File: config.mk
export PLATFORM = sky130hd
export DESIGN_NAME = dot_matrix_scan
export DESIGN_NICKNAME = d
export VERILOG_FILES = /design/src/rtl/dm_pkg.sv /design/src/rtl/dm_mod_counter.sv /design/src/rtl/dot_matrix_scan.sv
export SDC_FILE = /design/constraint.sdc
export NUM_CORES = 1
export LEC_CHECK = 0
export CELL_PAD_IN_SITES_DETAIL_PLACEMENT = 0
export CELL_PAD_IN_SITES_GLOBAL_PLACEMENT = 2
export CORE_ASPECT_RATIO = 0.75
export CORE_MARGIN = 4
export CORE_UTILIZATION = 25
export CTS_BUF_LIST = sky130_fd_sc_hd__clkbuf_8
export DETAILED_ROUTE_END_ITERATION = 10
export PLACE_DENSITY = 0.73
export SLEW_MARGIN = 20
export SYNTH_ARGS = -nofsm -noshare
export SYNTH_HDL_FRONTEND = slang
export SYNTH_SLANG_ARGS = --single-unit
File: constraint.sdc
create_clock -name clk -period 6.5 [get_ports clk]
set_clock_uncertainty 0.2 [all_clocks]
set_input_delay 0.975 -clock clk [delete_from_list [all_inputs] [get_ports clk]]
set_output_delay 0.975 -clock clk [all_outputs]
set_load 0.02 [all_outputs]
File: src/rtl/dm_pkg.sv
// Shared constants and state encoding for the dot-matrix scanner.
package dm_pkg;

    localparam int ROWS    = 8;
    localparam int FRAMES  = 8;
    localparam int ROW_W   = 3;
    localparam int FRAME_W = 3;

    localparam logic [1:0] ST_IDLE  = 2'd0;
    localparam logic [1:0] ST_BLANK = 2'd1;
    localparam logic [1:0] ST_SHOW  = 2'd2;

    typedef enum logic [1:0] {
        IDLE  = ST_IDLE,
        BLANK = ST_BLANK,
        SHOW  = ST_SHOW
    } state_t;

    function automatic int max2(input int a, input int b);
        return (a > b) ? a : b;
    endfunction

endpackage

File: src/rtl/dm_mod_counter.sv
// Modulo-MOD up counter with synchronous clear (clear wins over increment).
// wrap flags the terminal count MOD-1.
module dm_mod_counter #(
    parameter  int MOD = 8,
    localparam int W   = (MOD > 1) ? $clog2(MOD) : 1
) (
    input  logic         clk,
    input  logic         rst_n,
    input  logic         clr,
    input  logic         inc,
    output logic [W-1:0] cnt,
    output logic         wrap
);

    assign wrap = (cnt == W'(MOD - 1));

    // Count register: clear, else step and roll over at MOD-1.
    always_ff @(posedge clk or negedge rst_n) begin
        if (!rst_n)   cnt <= '0;
        else if (clr) cnt <= '0;
        else if (inc) cnt <= wrap ? '0 : cnt + 1'b1;
    end

endmodule

File: src/rtl/dot_matrix_scan.sv
// 8x8 LED matrix scanner: ROM addressing, row/blank sequencing and
// frame advance (auto after FRAME_HOLD scans, or manual select).
module dot_matrix_scan
    import dm_pkg::*;
#(
    parameter int SCAN_DIV   = 4000,
    parameter int BLANK_CYC  = 8,
    parameter int FRAME_HOLD = 50
) (
    input  logic               clk,
    input  logic               rst_n,
    input  logic               en,
    input  logic               manual,
    input  logic [FRAME_W-1:0] frame_in,
    output logic [5:0]         rom_addr,
    input  logic [7:0]         rom_data,
    output logic [ROWS-1:0]    row_n,
    output logic [7:0]         col,
    output logic [FRAME_W-1:0] frame_cur,
    output logic               frame_tick
);

    localparam int DIV_MOD = max2(SCAN_DIV, BLANK_CYC);
    localparam int DIV_W   = $clog2(DIV_MOD);
    localparam int SCAN_W  = (FRAME_HOLD > 1) ? $clog2(FRAME_HOLD) : 1;

    state_t r_state, w_state_nxt;

    logic [DIV_W-1:0]   w_div_cnt;
    logic               w_div_wrap, w_div_clr, w_div_inc;
    logic [ROW_W-1:0]   w_row;
    logic               w_row_wrap, w_row_clr, w_row_inc;
    logic [SCAN_W-1:0]  w_scan_cnt;
    logic               w_scan_wrap, w_scan_clr, w_scan_inc;

    logic               w_blank_last, w_show_last, w_boundary;
    logic [FRAME_W-1:0] w_frame_nxt;
    logic [ROW_W-1:0]   w_row_nxt;

    logic [ROWS-1:0]    r_row_n;
    logic [7:0]         r_col;
    logic [5:0]         r_rom_addr;
    logic [FRAME_W-1:0] r_frame_cur;
    logic               r_frame_tick;

    // Only the terminal flags / counts below are needed from these.
    logic w_unused;
    assign w_unused = &{1'b0, w_div_wrap, w_scan_cnt};

    // Shared timer: counts clocks within the current BLANK or SHOW phase.
    dm_mod_counter #(.MOD(DIV_MOD)) u_div (
        .clk(clk), .rst_n(rst_n), .clr(w_div_clr), .inc(w_div_inc),
        .cnt(w_div_cnt), .wrap(w_div_wrap)
    );

    dm_mod_counter #(.MOD(ROWS)) u_row (
        .clk(clk), .rst_n(rst_n), .clr(w_row_clr), .inc(w_row_inc),
        .cnt(w_row), .wrap(w_row_wrap)
    );

    dm_mod_counter #(.MOD(FRAME_HOLD)) u_scan (
        .clk(clk), .rst_n(rst_n), .clr(w_scan_clr), .inc(w_scan_inc),
        .cnt(w_scan_cnt), .wrap(w_scan_wrap)
    );

    assign w_blank_last = (r_state == BLANK) && (w_div_cnt == DIV_W'(BLANK_CYC - 1));
    assign w_show_last  = (r_state == SHOW)  && (w_div_cnt == DIV_W'(SCAN_DIV - 1));
    assign w_boundary   = w_show_last && w_row_wrap;
    assign w_row_nxt    = w_row + 1'b1;

    // Frame to show after the current row; it only moves at the 7->0 row wrap.
    always_comb begin
        w_frame_nxt = r_frame_cur;
        if (w_boundary) begin
            if (manual)           w_frame_nxt = frame_in;
            else if (w_scan_wrap) w_frame_nxt = r_frame_cur + 1'b1;
        end
    end

    // State register.
    always_ff @(posedge clk or negedge rst_n) begin
        if (!rst_n) r_state <= IDLE;
        else        r_state <= w_state_nxt;
    end

    // Next state and counter controls; disable overrides everything.
    always_comb begin
        w_state_nxt = r_state;
        w_div_clr   = 1'b0;
        w_div_inc   = 1'b0;
        w_row_clr   = 1'b0;
        w_row_inc   = 1'b0;
        w_scan_clr  = manual;
        w_scan_inc  = w_boundary;
        if (!en) begin
            w_state_nxt = IDLE;
            w_div_clr   = 1'b1;
            w_row_clr   = 1'b1;
            w_scan_clr  = 1'b1;
        end else begin
            case (r_state)
                IDLE: begin
                    w_state_nxt = BLANK;
                    w_div_clr   = 1'b1;
                end
                BLANK: begin
                    w_div_inc = 1'b1;
                    if (w_blank_last) begin
                        w_state_nxt = SHOW;
                        w_div_clr   = 1'b1;
                    end
                end
                SHOW: begin
                    w_div_inc = 1'b1;
                    if (w_show_last) begin
                        w_state_nxt = BLANK;
                        w_div_clr   = 1'b1;
                        w_row_inc   = 1'b1;
                    end
                end
                default: w_state_nxt = IDLE;
            endcase
        end
    end

    // Output registers: row/col change only at phase edges, so a row is
    // never lit with another row's column data.
    always_ff @(posedge clk or negedge rst_n) begin
        if (!rst_n) begin
            r_row_n      <= '1;
            r_col        <= '0;
            r_rom_addr   <= '0;
            r_frame_cur  <= '0;
            r_frame_tick <= 1'b0;
        end else begin
            r_frame_tick <= 1'b0;
            if (!en) begin
                r_row_n    <= '1;
                r_col      <= '0;
                r_rom_addr <= {r_frame_cur, 3'd0};
            end else begin
                case (r_state)
                    BLANK: begin
                        if (w_blank_last) begin
                            r_row_n <= ~(8'b1 << w_row);
                            r_col   <= rom_data;
                        end
                    end
                    SHOW: begin
                        if (w_show_last) begin
                            r_row_n      <= '1;
                            r_col        <= '0;
                            r_rom_addr   <= {w_frame_nxt, w_row_nxt};
                            r_frame_cur  <= w_frame_nxt;
                            r_frame_tick <= (w_frame_nxt != r_frame_cur);
                        end
                    end
                    default: begin
                        r_row_n <= '1;
                        r_col   <= '0;
                    end
                endcase
            end
        end
    end

    assign row_n      = r_row_n;
    assign col        = r_col;
    assign rom_addr   = r_rom_addr;
    assign frame_cur  = r_frame_cur;
    assign frame_tick = r_frame_tick;

endmodule

==> flow_metrics.env, run 1 <==
export IMPL_setup_violations_final=0
export IMPL_yosysWarnings=0
export IMPL_top_usage_layer="met1"
export IMPL_hpwl_mm=4.77
export IMPL_post_cts_resize_count=0
export IMPL_syn_to_final_growth_pct=20.9
export IMPL_timing_fmax_ghz=0.342
export IMPL_crit_end="row_n[0]"
export IMPL_dieArea_um2=13000
export IMPL_grt_usage_pct=10.7
export IMPL_cp_slowest_cell="clkdlybuf4s50_1"
export IMPL_synth_fp_nets=318
export IMPL_crit_start="en"
export IMPL_ant_nets=0
export IMPL_avgSynthCellArea_um2=9.67
export IMPL_io_buffer_count=40
export IMPL_path_clk_slew_ns=0.09
export IMPL_hold_start="col[3]"
export IMPL_min_path_type="flop to flop"
export IMPL_slew_headroom_pct=42.1
export IMPL_antenna_found_initial=0
export IMPL_drc=0
export IMPL_crit_chain="clkdlybuf4s50_1 -> and2_1 -> nand3_1 -> mux2_1"
export IMPL_die_height_um=99.6
export IMPL_drt_wirelength_per_cell_um=14.5
export IMPL_ys_ff_latch=49
export IMPL_fin_crit_sh_pct=45.0
export IMPL_synth_area_leaders="dfrtp_1, dfstp_2, ha_1, nand2_1, mux2_1"
export IMPL_numCtsBuffers=5
export IMPL_cp_required_ns=6.53
export IMPL_grtUsageMet2_pct=14.7
export IMPL_root_buffer="clkbuf_8"
export IMPL_holdWs_ns=0.321
export IMPL_ys_types=50
export IMPL_async_reset_ff_share_pct=100
export IMPL_row_count=33
export IMPL_syn_cell_area_um2=2800
export IMPL_finalPower_uw=745
export IMPL_drive_gt1_share_pct=6.81
export IMPL_firstDrtPassIters=4
export IMPL_min_path_cells=2
export IMPL_slowest_delay_ns=1.03
export IMPL_grt_max_degree=50
export IMPL_post_route_min_period_ns=2.93
export IMPL_startpoint_type="primary input"
export IMPL_setup_tns_ns=0
export IMPL_yosysTopAreaCell="dfrtp_1"
export IMPL_vias=2227
export IMPL_hold_buffers=0
export IMPL_synth_edf_count=0
export IMPL_cts_tree="done"
export IMPL_post_cts_buffers=0
export IMPL_cts_htree_levels=2
export IMPL_ys_flop_type="dfrtp_1"
export IMPL_rsz0062_at_grt="no"
export IMPL_core_um2=10900
export IMPL_crit_fanout=25
export IMPL_status="completed"
export IMPL_die_w_um=130
export IMPL_insertion_delay_ns=0.30
export IMPL_grt_overflow_total=0
export IMPL_critPathCaptureType="flop"
export IMPL_worstMarginPinSlew_ns=0.866
export IMPL_reg2reg_to="u_scan.cnt[3]"
export IMPL_cts_sinks=49
export IMPL_r2r_start="u_row.cnt[0]"
export IMPL_final_cell_mix="dfrtp_1, clkdlybuf4s50_1, nand2_1"
export IMPL_pin_count=41
export IMPL_grt_use_met3_pct=3.33
export IMPL_r2r_setup_slack_ns=4.01
export IMPL_antennaDiodeCount=0
export IMPL_drt_iter0_drc=114
export IMPL_cts_buffer_depth=2
export IMPL_ys_seq_area_share_pct=44.2
export IMPL_drv_slew=0
export IMPL_grt_pass1_vias=2238
export IMPL_routabilityCongestion=0.774
export IMPL_final_nets=352
export IMPL_grt_pass1_wl_mm=11.3
export IMPL_final_common_cell="dfrtp_1"
export IMPL_n_fill_cell=1127
export IMPL_synth_top_area_share_pct=36.7
export IMPL_critPathKind="primary input to flop"
export IMPL_netlist_instances=289
export IMPL_r2r_cells=6
export IMPL_avgViaCountPerCell=4.81
export IMPL_drv_cap=0
export IMPL_initial_utilization_pct=25.5
export IMPL_crit_arrival_ns=2.95
export IMPL_leakage_nw=1.39
export IMPL_routed_wl_mm=6.70
export IMPL_report_final_hold_viol_count=0
export IMPL_met1_usage_pct=16.5
export IMPL_cellPowerDensity_nw_per_um2=220
export IMPL_ir_drop_uv=98.4
[flip-flops by register name, summed over array words and instances, names as in the netlist]
register / flops
col: 8
frame_cur: 3
frame_tick: 1
r_state: 2
rom_addr: 6
row_n: 8
u_div.cnt: 12
u_row.cnt: 3
u_scan.cnt: 6
[worst min-delay path by stage]
stage | slack, ns | to
final | 0.32 | col[3]
after global routing | 0.36 | rom_addr[1]
after CTS | 0.33 | col[3]
after detailed placement | 0.31 | col[3]
after global placement | 0.31 | col[0]
after floorplan | 0.29 | u_scan.cnt[2]
[synthesized netlist by cell type, drive strengths merged (6+ instances only)]
cell	instances
dfrtp	41
a21oi	16
nand3	16
o21ai	10
buf	7
dfstp	8
nor3	6
nand4	10
ha	14
mux2i	11
inv	19
mux2	10
nor2	16
nand2	37
clkbuf	7
[metal layers]
layer	part of all wire, %	wire, µm
met5	0	0
met4	0.64	43
met3	6.2	416
met2	40	2650
met1	54	3590
[metrics by stage]
| stage | setup slack (ns) | instances | util (%) | cell area [µm²] |
|---|---|---|---|---|
| finish | 3.57 | 463 | 30.9 | 3380 |
| global route | 3.40 | 463 | 30.9 | 3380 |
| CTS | 3.54 | 463 | 30.9 | 3380 |
| detailed placement | 3.21 | 456 | 30.1 | 3290 |
| global placement | 3.24 | 456 | 30.1 | 3290 |
| floorplan | 4.19 | 289 | - | 2800 |
[worst max-delay path: cells and delay by family]
family,cells,cell delay [ns]
buffers and inverters,1,1.03
muxes,1,0.31
and+or+nand+nor,2,0.64
[where the power goes]
group	total (mW)	internal, mW	switching (mW)
clock	0.184	0.0832	0.100
sequential	0.342	0.327	0.0150
combinational	0.219	0.0840	0.135
[cell families after synthesis]
| family | share of synthesized area [%] |
|---|---|
| XOR/XNOR | 1.88 |
| adder cells (fa/ha/maj) | 6.27 |
| multiplexers | 7.97 |
| AO/OA/AOI/OAI | 11.5 |
| AND/OR/NAND/NOR | 22.7 |
| buffers and inverters | 5.46 |
| flip-flops | 44.2 |
[final cells by class]
| class | instances | area [µm²] | share of cell area (%) |
|---|---|---|---|
| Clock buffer | 6 | 82.6 | 2.44 |
| Inverter | 19 | 71.3 | 2.11 |
| Multi-Input combinational cell | 207 | 1410 | 41.6 |
| Sequential cell | 49 | 1240 | 36.6 |
| Timing Repair Buffer | 41 | 403 | 11.9 |
| Tap cell | 140 | 175 | 5.19 |
| Clock inverter | 1 | 3.75 | 0.111 |
(Power assumes the default switching activity.)
==> run 2, diff against run 1 <==
Clock period 6.5 ns to 3 ns, I/O delays scaled along.
==> flow_metrics.env, run 2 (synthesis gave the netlist of run 1 again) <==
export IMPL_ant_nets=0
export IMPL_rsz0062_at_grt="no"
export IMPL_critPathKind="flop to flop"
export IMPL_finalPower_mw=1.62
export IMPL_grt_usage_pct=11.0
export IMPL_final_cell_mix="dfrtp_1, clkdlybuf4s50_1, nand2_1"
export IMPL_final_common_cell="dfrtp_1"
export IMPL_hold_start="col[3]"
export IMPL_firstDrtPassIters=4
export IMPL_grt_max_degree=26
export IMPL_hpwl_mm=4.84
export IMPL_p_sw_share_pct=33.7
export IMPL_fin_crit_sh_pct=84.8
export IMPL_crit_arrival_ns=2.57
export IMPL_antennaDiodeCount=0
export IMPL_vias=2220
export IMPL_avgViaCountPerCell=4.75
export IMPL_dieArea_um2=13000
export IMPL_path_clk_slew_ns=0.09
export IMPL_hold_buffers=1
export IMPL_post_cts_resize_count=0
export IMPL_routed_wl_mm=6.66
export IMPL_cts_sinks=49
export IMPL_startpoint_type="flop"
export IMPL_routabilityCongestion=0.776
export IMPL_ir_drop_uv=214
export IMPL_switching_power_uw=547
export IMPL_numCtsBuffers=5
export IMPL_cts_tree="done"
export IMPL_drc=0
export IMPL_r2r_start="u_row.cnt[0]"
export IMPL_worstMarginPinSlew_ns=0.616
export IMPL_setup_violations_final=0
export IMPL_report_final_hold_viol_count=0
export IMPL_leakage_nw=1.41
export IMPL_grt_pass1_vias=2315
export IMPL_cp_required_ns=3.03
export IMPL_largest_reg_flops=12
export IMPL_post_cts_buffers=0
export IMPL_drive_gt1_share_pct=7.34
export IMPL_drt_iter0_drc=181
export IMPL_setup_tns_ns=0
export IMPL_min_path_type="flop to flop"
export IMPL_cellPowerDensity_nw_per_um2=476
export IMPL_drv_slew=0
export IMPL_fin_area_um2=3410
export IMPL_grt_pass1_wl_mm=11.5
export IMPL_reg2reg_to="u_scan.cnt[3]"
export IMPL_whs_endpoint="col[3]"
export IMPL_root_buffer="clkbuf_8"
export IMPL_regMostFlops="u_div.cnt"
export IMPL_drt_wirelength_per_cell_um=14.3
export IMPL_final_nets=355
export IMPL_status="completed"
export IMPL_r2r_setup_slack_ns=0.46
export IMPL_clockPowerShare_pct=25.0
export IMPL_io_buffer_count=40
export IMPL_intPower_mw=1.07
export IMPL_crit_fanout=9
export IMPL_pin_count=41
export IMPL_cts_htree_levels=2
export IMPL_post_dp_cell_area_um2=3310
export IMPL_row_count=33
export IMPL_die_height_um=99.6
export IMPL_antenna_found_initial=0
export IMPL_core_um2=10900
export IMPL_post_route_min_period_ns=2.54
export IMPL_grt_overflow_total=0
export IMPL_slew_headroom_pct=58.9
export IMPL_min_path_cells=2
export IMPL_r2r_cells=6
export IMPL_combPwrFrac_pct=29.3
export IMPL_timing_fmax_ghz=0.393
export IMPL_cts_buffer_depth=2
export IMPL_drv_cap=0
export IMPL_power_frac_seq_pct=45.7
export IMPL_insertion_delay_ns=0.31
export IMPL_initial_utilization_pct=25.5
export IMPL_critPathCaptureType="flop"
export IMPL_syn_to_final_growth_pct=21.9
export IMPL_die_w_um=130
## run 2: worst max-delay path, stage by stage, from the launching register on
cell      delay [ns]
dfrtp_1         0.46
ha_1            0.22
ha_1            0.32
and4bb_1        0.30
nand4_2         0.27
or4_1           0.54
a21oi_1         0.16
## run 2: metrics by stage
step                      utilization, %  hold slack, ns  worst slack [ns]  std cells
after detailed placement            30.2           0.310             0.462        458
after global routing                31.1           0.356             0.298        467
after global placement              30.2           0.301             0.510        458
after floorplan                        -         -0.0456             0.849        289
after CTS                           31.1           0.327             0.430        467
final                               31.1           0.319             0.457        467
## run 2: worst max-delay path by stage
stage,slack [ns],end,from,cells after the start
after floorplan,0.85,r_state[1],u_div.cnt[0],8
after global placement,0.51,u_scan.cnt[3],u_row.cnt[0],6
after detailed placement,0.46,u_scan.cnt[3],u_row.cnt[0],6
after CTS,0.43,u_scan.cnt[3],u_row.cnt[0],6
after global routing,0.30,u_scan.cnt[3],u_row.cnt[0],6
final,0.46,u_scan.cnt[3],u_row.cnt[0],6
## run 2: area by class of cell
| class | count | area (µm²) |
|---|---|---|
| Fill cell | 1119 | 7530 |
| Multi-Input combinational cell | 207 | 1410 |
| Sequential cell | 49 | 1240 |
| Timing Repair Buffer | 44 | 428 |
| Tap cell | 140 | 175 |
| Clock buffer | 6 | 82.6 |
| Inverter | 19 | 71.3 |
| Clock inverter | 2 | 7.51 |
## run 2: power groups by stage
| stage | clock [mW] | combinational, mW | sequential [mW] |
|---|---|---|---|
| 2_1_floorplan | 0 | 0.302 | 0.785 |
| 3_3_place_gp | 0 | 0.484 | 0.755 |
| 3_5_place_dp | 0 | 0.481 | 0.754 |
| 4_1_cts | 0.428 | 0.484 | 0.742 |
| 5_1_grt | 0.455 | 0.528 | 0.750 |
| 6_report | 0.405 | 0.475 | 0.741 |
## run 2: per-layer routing
layer / global-route usage (%) / routed length (µm)
met2: 14.9 / 2640
met1: 17.0 / 3640
met4: 2.32 / 36
met5: 0 / 0
met3: 3.22 / 341
==> run 3, diff against run 2 <==
Clock period 3 ns to 2.6 ns, I/O delays scaled along.
==> flow_metrics.env, run 3 (synthesis gave the netlist of run 1 again) <==
export IMPL_status="finished, violations left"
export IMPL_violations="hold timing"
export IMPL_antenna_found_initial=0
export IMPL_vias=2266
export IMPL_final_cell_mix="dfrtp_1, clkdlybuf4s50_1, nand2_1"
export IMPL_grt_overflow_total=0
export IMPL_path_clk_slew_ns=0.10
export IMPL_placed_cells=466
export IMPL_initial_utilization_pct=25.5
export IMPL_routed_wl_mm=7.02
export IMPL_antennaDiodeCount=0
export IMPL_multi_input_area_um2=1410
export IMPL_reg2reg_to="r_state[1]"
export IMPL_dieArea_um2=13000
export IMPL_post_cts_buffers=0
export IMPL_crit_arrival_ns=2.32
export IMPL_path_depth=5
export IMPL_setup_violations_final=0
export IMPL_drt_wirelength_per_cell_um=14.8
export IMPL_cp_slowest_cell="dfrtp_1"
export IMPL_cellPowerDensity_nw_per_um2=581
export IMPL_leakage_nw=1.46
export IMPL_cts_htree_levels=2
export IMPL_crit_fanout=18
export IMPL_slowest_delay_ns=0.50
export IMPL_drv_cap=0
export IMPL_finalPower_mw=2.03
export IMPL_routabilityCongestion=0.780
export IMPL_critPathCaptureType="flop"
export IMPL_final_nets=362
export IMPL_fin_util_pct=31.9
export IMPL_path_buf_inv=0
export IMPL_cp_required_ns=2.60
export IMPL_timing_fmax_ghz=0.432
export IMPL_core_um2=10900
export IMPL_cp_top_family="simple AND/OR/NAND/NOR gates"
export IMPL_drc=0
export IMPL_fin_crit_sh_pct=89.1
export IMPL_die_height_um=99.6
export IMPL_critPathKind="flop to flop"
export IMPL_drt_iter0_drc=92
export IMPL_grt_pass1_wl_mm=11.9
export IMPL_avgViaCountPerCell=4.78
export IMPL_grt_usage_pct=11.4
export IMPL_report_final_hold_viol_count=24
export IMPL_ir_drop_uv=292
export IMPL_syn_to_final_growth_pct=25.1
export IMPL_stdcell_count=474
export IMPL_slew_headroom_pct=56.0
export IMPL_r2r_start="u_div.cnt[8]"
export IMPL_die_w_um=130
export IMPL_regMostFlops="u_div.cnt"
export IMPL_crit_chain="and4_1 -> nand3_2 -> a22o_1 -> nand2_4 -> mux2_1"
export IMPL_insertion_delay_ns=0.31
export IMPL_root_buffer="clkbuf_8"
export IMPL_post_cts_resize_count=0
export IMPL_startpoint_type="flop"
export IMPL_post_route_min_period_ns=2.32
export IMPL_n_fill_cell=1115
export IMPL_grt_pass1_vias=2311
export IMPL_worstMarginPinSlew_ns=0.660
export IMPL_r2r_setup_slack_ns=0.28
export IMPL_rsz0062_at_grt="no"
export IMPL_io_buffer_count=40
export IMPL_hpwl_mm=5.10
export IMPL_cts_tree="done"
export IMPL_min_path_type="primary input to async pin"
export IMPL_largest_reg_flops=12
export IMPL_cts_sinks=49
export IMPL_grt_max_degree=50
export IMPL_setup_tns_ns=0
export IMPL_hold_buffers=0
export IMPL_numCtsBuffers=5
export IMPL_firstDrtPassIters=5
export IMPL_r2r_cells=5
export IMPL_regArea_um2=1240
export IMPL_drive_gt1_share_pct=9.88
export IMPL_drv_slew=0
export IMPL_cts_buffer_depth=2
export IMPL_row_count=33
export IMPL_final_common_cell="dfrtp_1"
export IMPL_holdWs_ns=-0.0278
export IMPL_pin_count=41
export IMPL_ant_nets=0
[run 3: cell count changes in the layout (fill, tap and decap cells not counted)]
| cell | change |
|---|---|
| dlygate4sd3_1 | -1 |
| inv_1 | -1 |
| buf_4 | +7 |
| buf_12 | +1 |
| bufinv_16 | +1 |
[run 3: worst register-to-register path, delay by kind of cell, from the launching register on]
| kind | cells | cell delay [ns] |
|---|---|---|
| simple gates | 3 | 0.89 |
| compound gates | 1 | 0.26 |
| mux | 1 | 0.35 |
| flops | 1 | 0.50 |
[run 3: cell type report]
type | instances | area share [%]
Clock buffer | 6 | 2.36
Clock inverter | 2 | 0.966
Inverter | 19 | 2.04
Multi-Input combinational cell | 207 | 40.2
Sequential cell | 49 | 35.4
Tap cell | 140 | 5.01
Timing Repair Buffer | 51 | 14.0
[run 3: worst max path at each step]
stage | start | endpoint | slack (ns)
CTS | u_div.cnt[8] | r_state[1] | 0.27
global placement | u_div.cnt[0] | r_state[1] | 0.35
detailed placement | u_div.cnt[8] | r_state[1] | 0.30
global route | u_div.cnt[0] | rom_addr[5] | 0.06
floorplan | u_div.cnt[0] | r_state[1] | 0.45
finish | u_div.cnt[8] | r_state[1] | 0.28
[run 3: metrics by stage]
stage / cell area [µm²] / hold slack (ns) / worst slack (ns)
final: 3500 / -0.0278 / 0.284
after global routing: 3500 / 0.0316 / 0.0625
after CTS: 3500 / 0.00343 / 0.272
after detailed placement: 3380 / 0.312 / 0.299
after global placement: 3380 / 0.303 / 0.350
after floorplan: 2800 / -0.106 / 0.449
[run 3: layer usage]
metal | track usage, % | routed length (µm) | part of all wire, % | vias up
li1 | - | - | - | 1113
met1 | 17.1 | 3730 | 53 | 1107
met4 | 2.40 | 42 | 0.60 | 0
met5 | 0 | 0 | 0 | -
met3 | 2.95 | 342 | 4.9 | 5
met2 | 16.3 | 2900 | 41 | 41
[run 3: where the power goes]
group	leakage [nW]	total, mW	internal (mW)	switching, mW
Clock	0.0626	0.586	0.310	0.276
Sequential	0.634	0.855	0.818	0.0370
Combinational	0.767	0.591	0.244	0.347
